**config.mk**
```make
export PLATFORM = sky130hd
export DESIGN_NAME = aes_arb
export DESIGN_NICKNAME = d
export VERILOG_FILES = /design/src/rtl/aes_arb.sv
export SDC_FILE = /design/constraint.sdc
export NUM_CORES = 1
export LEC_CHECK = 0
export CORE_AREA = 2 2 459 461
export CTS_BUF_LIST = sky130_fd_sc_hd__clkbuf_16
export CTS_CLUSTER_SIZE = 30
export DETAILED_ROUTE_END_ITERATION = 10
export DIE_AREA = 0 0 461 463
export GPL_ROUTABILITY_DRIVEN = 0
export PLACE_DENSITY = 0.38
export SYNTH_ARGS = -nofsm -noshare
export SYNTH_HDL_FRONTEND = slang
export SYNTH_SLANG_ARGS = --single-unit
```
**constraint.sdc**
```tcl
create_clock -name clk -period 2.9 [get_ports clk]
set_input_delay 0.29 -clock clk [delete_from_list [all_inputs] [get_ports clk]]
set_output_delay 0.29 -clock clk [all_outputs]
set_load 0.02 [all_outputs]
```
**src/rtl/aes_arb.sv**
```systemverilog
// aes_arb: shares one aes core between two requesters. Grants one request at a
// time, caches the key context loaded into the core and reloads it only on a
// context change, then sequences the core's din/dout handshakes and routes the
// result back to the requester that owns the grant.
module aes_arb #(
    parameter int MAX_BURST = 4
) (
    input  logic         clk,
    input  logic         rst_n,
    input  logic         req0_vld,
    output logic         req0_rdy,
    input  logic [127:0] req0_key,
    input  logic         req0_enc,
    input  logic [127:0] req0_din,
    input  logic         req1_vld,
    output logic         req1_rdy,
    input  logic [127:0] req1_key,
    input  logic         req1_enc,
    input  logic [127:0] req1_din,
    output logic         rsp0_vld,
    input  logic         rsp0_rdy,
    output logic [127:0] rsp0_dout,
    output logic         rsp1_vld,
    input  logic         rsp1_rdy,
    output logic [127:0] rsp1_dout,
    output logic         aes_key_ld_p,
    output logic [127:0] aes_key,
    output logic         aes_enc,
    output logic         aes_din_vld,
    output logic [127:0] aes_din,
    input  logic         aes_din_rdy,
    input  logic         aes_dout_vld,
    input  logic [127:0] aes_dout,
    output logic         aes_dout_rdy,
    output logic         busy,
    output logic         owner
);

    localparam int CW = $clog2(MAX_BURST + 1);
    localparam logic [CW-1:0] BURST_LIMIT = CW'(MAX_BURST);

    localparam logic [2:0] ST_IDLE  = 3'd0;
    localparam logic [2:0] ST_KEYLD = 3'd1;
    localparam logic [2:0] ST_KWAIT = 3'd2;
    localparam logic [2:0] ST_SEND  = 3'd3;
    localparam logic [2:0] ST_RECV  = 3'd4;

    logic [2:0]    state_reg;
    logic [2:0]    state_next;
    logic [127:0]  ctx_key_reg;
    logic          ctx_enc_reg;
    logic          ctx_vld_reg;
    logic [127:0]  din_q_reg;
    logic          owner_reg;
    logic [CW-1:0] burst_cnt_reg;

    logic          gnt_vld;
    logic          gnt_sel;
    logic [127:0]  gnt_key;
    logic          gnt_enc;
    logic [127:0]  gnt_din;
    logic          ctx_hit;
    logic          in_idle;
    logic          in_recv;
    logic          take;
    logic          rsp_rdy_sel;

    // Pick the requester to grant and compare its context against the cache.
    always_comb begin
        gnt_vld = req0_vld | req1_vld;
        gnt_sel = req1_vld;
        if (req0_vld && req1_vld) begin
            // The current owner keeps the core until its burst is used up.
            gnt_sel = (burst_cnt_reg < BURST_LIMIT) ? owner_reg : ~owner_reg;
        end
        gnt_key = gnt_sel ? req1_key : req0_key;
        gnt_enc = gnt_sel ? req1_enc : req0_enc;
        gnt_din = gnt_sel ? req1_din : req0_din;
        ctx_hit = ctx_vld_reg && (gnt_key == ctx_key_reg) && (gnt_enc == ctx_enc_reg);
    end

    assign in_idle     = (state_reg == ST_IDLE);
    assign in_recv     = (state_reg == ST_RECV);
    assign take        = in_idle & gnt_vld;
    assign rsp_rdy_sel = owner_reg ? rsp1_rdy : rsp0_rdy;

    // Sequencer next-state: a context miss detours through KEYLD/KWAIT.
    always_comb begin
        state_next = state_reg;
        case (state_reg)
            ST_IDLE:  if (gnt_vld) state_next = ctx_hit ? ST_SEND : ST_KEYLD;
            ST_KEYLD: state_next = ST_KWAIT;
            ST_KWAIT: state_next = ST_SEND;
            ST_SEND:  if (aes_din_rdy) state_next = ST_RECV;
            ST_RECV:  if (aes_dout_vld && rsp_rdy_sel) state_next = ST_IDLE;
            default:  state_next = ST_IDLE;
        endcase
    end

    // State, cached context, captured block and burst accounting.
    always_ff @(posedge clk or negedge rst_n) begin
        if (!rst_n) begin
            state_reg     <= ST_IDLE;
            ctx_key_reg   <= '0;
            ctx_enc_reg   <= 1'b0;
            ctx_vld_reg   <= 1'b0;
            din_q_reg     <= '0;
            owner_reg     <= 1'b0;
            burst_cnt_reg <= '0;
        end else begin
            state_reg <= state_next;
            if (take) begin
                din_q_reg   <= gnt_din;
                ctx_key_reg <= gnt_key;
                ctx_enc_reg <= gnt_enc;
                owner_reg   <= gnt_sel;
                if (gnt_sel != owner_reg) begin
                    burst_cnt_reg <= CW'(1);
                end else if (burst_cnt_reg != BURST_LIMIT) begin
                    burst_cnt_reg <= burst_cnt_reg + 1'b1;
                end
            end
            // The context becomes trustworthy once the core has been told to load it.
            if (state_reg == ST_KEYLD) begin
                ctx_vld_reg <= 1'b1;
            end
        end
    end

    assign req0_rdy     = take & ~gnt_sel;
    assign req1_rdy     = take & gnt_sel;

    assign aes_key_ld_p = (state_reg == ST_KEYLD);
    assign aes_key      = ctx_key_reg;
    assign aes_enc      = ctx_enc_reg;
    assign aes_din_vld  = (state_reg == ST_SEND);
    assign aes_din      = din_q_reg;
    assign aes_dout_rdy = in_recv & rsp_rdy_sel;

    // Only the owner ever sees a valid response; data is shared by both ports.
    assign rsp0_vld     = in_recv & ~owner_reg & aes_dout_vld;
    assign rsp1_vld     = in_recv & owner_reg & aes_dout_vld;
    assign rsp0_dout    = aes_dout;
    assign rsp1_dout    = aes_dout;

    assign busy         = ~in_idle;
    assign owner        = owner_reg;

endmodule
```
======== Word level (Yosys, flattened, before mapping) ========
Index checks and enable logic that the tools add are counted.
storage, ports and cells
  bits of input ports ..................... 650
  bits in latches ......................... 0
  bits in read-only memories .............. 0
  word-level logic and storage cells ...... 53
  output and inout bits ................... 522
  RAM bits ................................ 0
  register bits after elaboration ......... 265
  memories ................................ 0
cells by class
  div/mod/pow operators ................... 0
  shifts and indexed selects .............. 0
  order comparisons ....................... 1
  multipliers ............................. 0
  bitwise logic cells ..................... 12
  eq/ne operators ......................... 11
  reductions and logical operators ........ 8
  mux-type cells .......................... 13
  add/sub/neg operators ................... 1
operator list
  kind                 number
  $mux 128             2
  $eq 128x128->1       1
  $mux 3               5
  $pmux 3 s5           1
  $and 1x1->1          8
  $eq 3x2->1 const B   2
  $logic_and 1x1->1    4
  $mux 1               4
  $ne 2x1->1 const B   2
  $add 3x1->3 const B  1
  $eq 3x1->1 const B   1
  $eq 3x3->1 const B   1
  $logic_not 3->1      1
  $lt 3x3->1 const B   1
  $ne 3x3->1 const B   1
  $not 1->1            3
  $reduce_and 3->1     1
  $mux 2               1
  $ne 2x2->1 const B   1
  $reduce_and 2->1     1
  $reduce_bool 2->1    1
  $eq 1x1->1           1
  $ne 1x1->1           1
  $or 1x1->1           1

======== Depth between registers and ports, before layout ========
  depth in word-level cells ............... 10
  gate-level depth with buffers ........... 13
  depth with buffers taken out ............ 8

======== Worst setup path after synthesis ========
Ideal clock, no wire load.
  path kind ............................... register to register
  from .................................... register owner_reg, in the netlist owner
  to ...................................... register state_reg[1]
  library setup time ...................... 0.101 ns
  arrival ................................. 2.474 ns
  cell stages (with the launch flop) ...... 10
  setup slack ............................. 0.325 ns
  period minus slack after synthesis ...... 2.575 ns
  data required time ...................... 2.799 ns
  path buffers ............................ 1
  cell sequence ........................... dfrtp_1 buf_6 xnor2_2 or3_1 a21oi_1 or4_1 or4_1 nor4_1 nand4_1 o32ai_1
between the ends
  word-level cells in the longest chain between the ends .. 10
  elaborated cells on any way between the ends .. 16
  those cells by class .................... eq/ne: 3; mux: 8; bitwise: 1; reduce/logical: 4
ends and longest elaborated chain
  what                             line  source
  start, declared                  54    logic owner_reg;
  start signal, assigned           116   owner_reg <= gnt_sel;
  $not 1->1                        74    gnt_sel = (burst_cnt_reg < BURST_LIMIT) ? owner_reg : ~owner_reg;
  $mux 1                           74
  $mux 1                           72    if (req0_vld && req1_vld) begin
  $mux 128                         76    gnt_key = gnt_sel ? req1_key : req0_key;
  $eq 128x128->1                   79    ctx_hit = ctx_vld_reg && (gnt_key == ctx_key_reg) && (gnt_enc == ctx_enc_reg);
  $logic_and 1x1->1 (2 in series)  79
  $mux 2                           91    ST_IDLE: if (gnt_vld) state_next = ctx_hit ? ST_SEND : ST_KEYLD;
  $mux 3                           91
  $pmux 3 s5                       90    case (state_reg)
  end signal, assigned             111   state_reg <= state_next;
  end, declared                    48    logic [2:0] state_reg;
Parallel ways exist; a longest one is shown, timed or not. The select of a mux whose other input is x is not followed.
A chain may end at the register's enable or synchronous reset.

======== Worst setup path in the final report ========
Ends and elaborated chain as after synthesis.

==> results_dict.tcl <==
set metrics [dict create \
    status "complete, but fails checks" \
    failed_checks "setup timing" \
    slowest_stage "or4_4" \
    insertion_delay_ns 0.66 \
    report.final.slew_viol_count 0 \
    hpwl_mm 145 \
    synth_common_cells "nand2_1 (507), dfrtp_1 (265), buf_4 (261)" \
    synthDominantCellAreaShare 0.336 \
    totalNegativeSetupSlack_ns -0.225 \
    nets 4037 \
    r2r_start "owner" \
    cp-start-kind "flip-flop" \
    synthTopCellsByArea "dfrtp_1 (34%), buf_4 (9.9%), nand2_1 (9.6%), a31oi_1 (7.8%), nor2_1 (4.8%)" \
    mappedNetlistNets 3280 \
    syn2layout_area_growth_pct 67.8 \
    cts_sinks 265 \
    drc 0 \
    h-tree-depth 2 \
    synth_cells 2628 \
    synth_edf_count 0 \
    hold_path_depth 3 \
    critPathRequiredTime_ns 3.46 \
    vias 23900 \
    core_um2 209000 \
    dieArea_um2 213000 \
    fp.dieH_um 463 \
    finalCritPeriodShare 1.08 \
    hp-start "req1_din[104]" \
    worstSetupPathType "reg2reg" \
    ys.flop_type "dfrtp_1" \
    path_cells "buf_6 -> xor2_4 -> buf_6 -> a21oi_4 -> or4_4 -> a2111oi_4 -> nand4_1 -> nor4_4 -> nand4_1 -> o32ai_2" \
    grt_pass1_wl_mm 226 \
    layout_setup_ws_ns -0.225 \
    finalHoldViolations 0 \
    overflow 0 \
    max_stage_delay_ns 0.58 \
    dr.pass1.iters 7 \
    ys_warn_count 0 \
    fill_cells 24000 \
    ys_types 73 \
    grt_start_max_net_pins 126 \
    cts_buffers 44 \
    tightest_slew_ns 0.934 \
    cp_max_fo 6 \
    grtUsageTotal 0.156 \
    ctsRootBufferMaster "clkbuf_16" \
    worstRegToRegCells 10 \
    viasPerCell 3.83 \
    max_slew_margin 0.370 \
    netlist_area_um2 19800 \
    ys_seq_elements 265 \
    synth_area_leader_cell "dfrtp_1" \
    yosysSeqAreaShare 0.336 \
    peakVddDrop_uv 513 \
    cts_tree "yes" \
    hold_end "aes_din[104]" \
    setup_viol 1 \
    first_global_vias 23900 \
    placedCellCount 6132 \
    wire_per_inst_um 27.8 \
    initial_utilization 0.0947 \
    ys_async_sr_fraction 1.00 \
    drive_gt1_frac 0.133 \
    fmax_ghz 0.320 \
    io_pins 1172 \
    maxCapViolations 0 \
    dpl_cell_area_um2 31300 \
    final_core_util 0.159 \
    cts_buffer_depth 3 \
    fin_skew_ns 0.0482 \
    worstSetupEndpointType "flip-flop" \
    arrival_ns 3.69 \
    rsz0062_at_grt "true" \
    antenna_found_initial 96 \
    synth.avg_cell_area_um2 7.52 \
    clk_pin_slew_ns 0.06 \
    fin_cells 6238 \
    r2r_slack_ns -0.23 \
    routed_wl_mm 174 \
    synth_most_common_cell "nand2_1" \
    num_rows 168 \
    post-place-ws_ns -0.528 \
    hold_path.class "in2reg" \
    antenna_left 0 \
    r2r_end "state_reg[1]" \
    p_per_area_nw_per_um2 1100 \
    drtIter0Drc 2094 \
    final_area_um2 33100 \
    power.leakage_nw 12.9 \
    port-buffer-count 787 \
    die_w_um 461 \
    fin_crit_ns 3.13 \
]
-- power by group --
part           total [W]  switching (W)  internal [W]
logic             0.0234         0.0137       0.00972
clock network    0.00522        0.00237       0.00285
registers        0.00789        0.00232       0.00557
total             0.0365         0.0184        0.0181
-- cell usage in the layout (no fill, tap or decap), types with 28 or more instances in the layout --
cell type        instances
dfrtp_1                263
clkbuf_16               44
nand3_1                 78
nor2_1                 250
clkdlybuf4s50_1        782
nand2b_1                28
buf_4                  307
inv_1                  147
nor3_1                  64
a31oi_1                245
xnor2_1                 52
o21ai_0                 69
a21oi_1                 66
nor2b_1                 36
o22ai_1                 48
xor2_1                  44
nand2_1                506
mux2i_1                 39
-- kinds of logic (layout without fill, tap and decap cells) --
kind of cell | Yosys count | after routing | synth area share
adders and majority gates | 2 | 2 | 0.00127
other | 0 | 18 | 0
AOI/OAI and AO/OA | 614 | 614 | 0.208
xor gates and xnor gates | 99 | 99 | 0.0452
DFF | 265 | 265 | 0.336
muxes | 40 | 40 | 0.0203
buffers and inverters | 559 | 1346 | 0.160
and+or+nand+nor | 1049 | 1049 | 0.229
-- worst max-delay path, delay by kind of cell (launching register included) --
kind            cells  cell delay [ns]
simple gates        4             1.29
compound gates      3             0.59
flops               1             0.46
xor+xnor            1             0.36
buf+inv             2             0.32
-- per-layer routing --
layer,up-vias,GRT usage,wire (um),share of wire
li1,10500,-,-,-
met1,11500,0.157,58400,0.34
met2,1569,0.287,89500,0.52
met3,356,0.0592,17500,0.10
met4,22,0.0602,7830,0.045
met5,-,0.00837,356,0.0021
-- timing repair --
item / 4_1_cts / 5_1_grt
hold buffers: 1 / 0
cloned: 4 / 0
setup endpoints to repair: 6 / 3
gates resized for setup: 58 / 4
setup buffers: 8 / 0
pin swaps: 10 / 4
hold endpoints to repair: 79 / 0
-- worst max path at each step --
stage	start	end	slack [ns]	cells past startpoint
4_1_cts	burst_cnt_reg[2]	state_reg[1]	-0.09	10
3_5_place_dp	req0_key[113]	state_reg[1]	-0.53	10
3_3_place_gp	req0_key[113]	state_reg[1]	-0.61	10
5_1_grt	owner	state_reg[1]	-0.32	10
6_report	owner	state_reg[1]	-0.23	10
2_1_floorplan	owner	state_reg[1]	0.33	9
-- area by class of cell --
type	count	area (um^2)	share of cell area
repair buffers	1137	11000	0.332
multi-input cells	1804	10100	0.306
flip-flops and latches	265	6630	0.200
well taps	2805	3510	0.106
clock buffers	44	1100	0.0332
inverters	133	499	0.0151
clock inverters	32	223	0.00672
diodes	18	45.0	0.00136
-- metrics by stage --
stage	hold slack (ns)	total power, W
global placement	0.286	0.0306
finish	0.172	0.0365
floorplan	-0.00559	0.0180
CTS	0.0822	0.0370
detailed placement	0.287	0.0307
global route	0.113	0.0385
(Power assumes the default switching activity.)
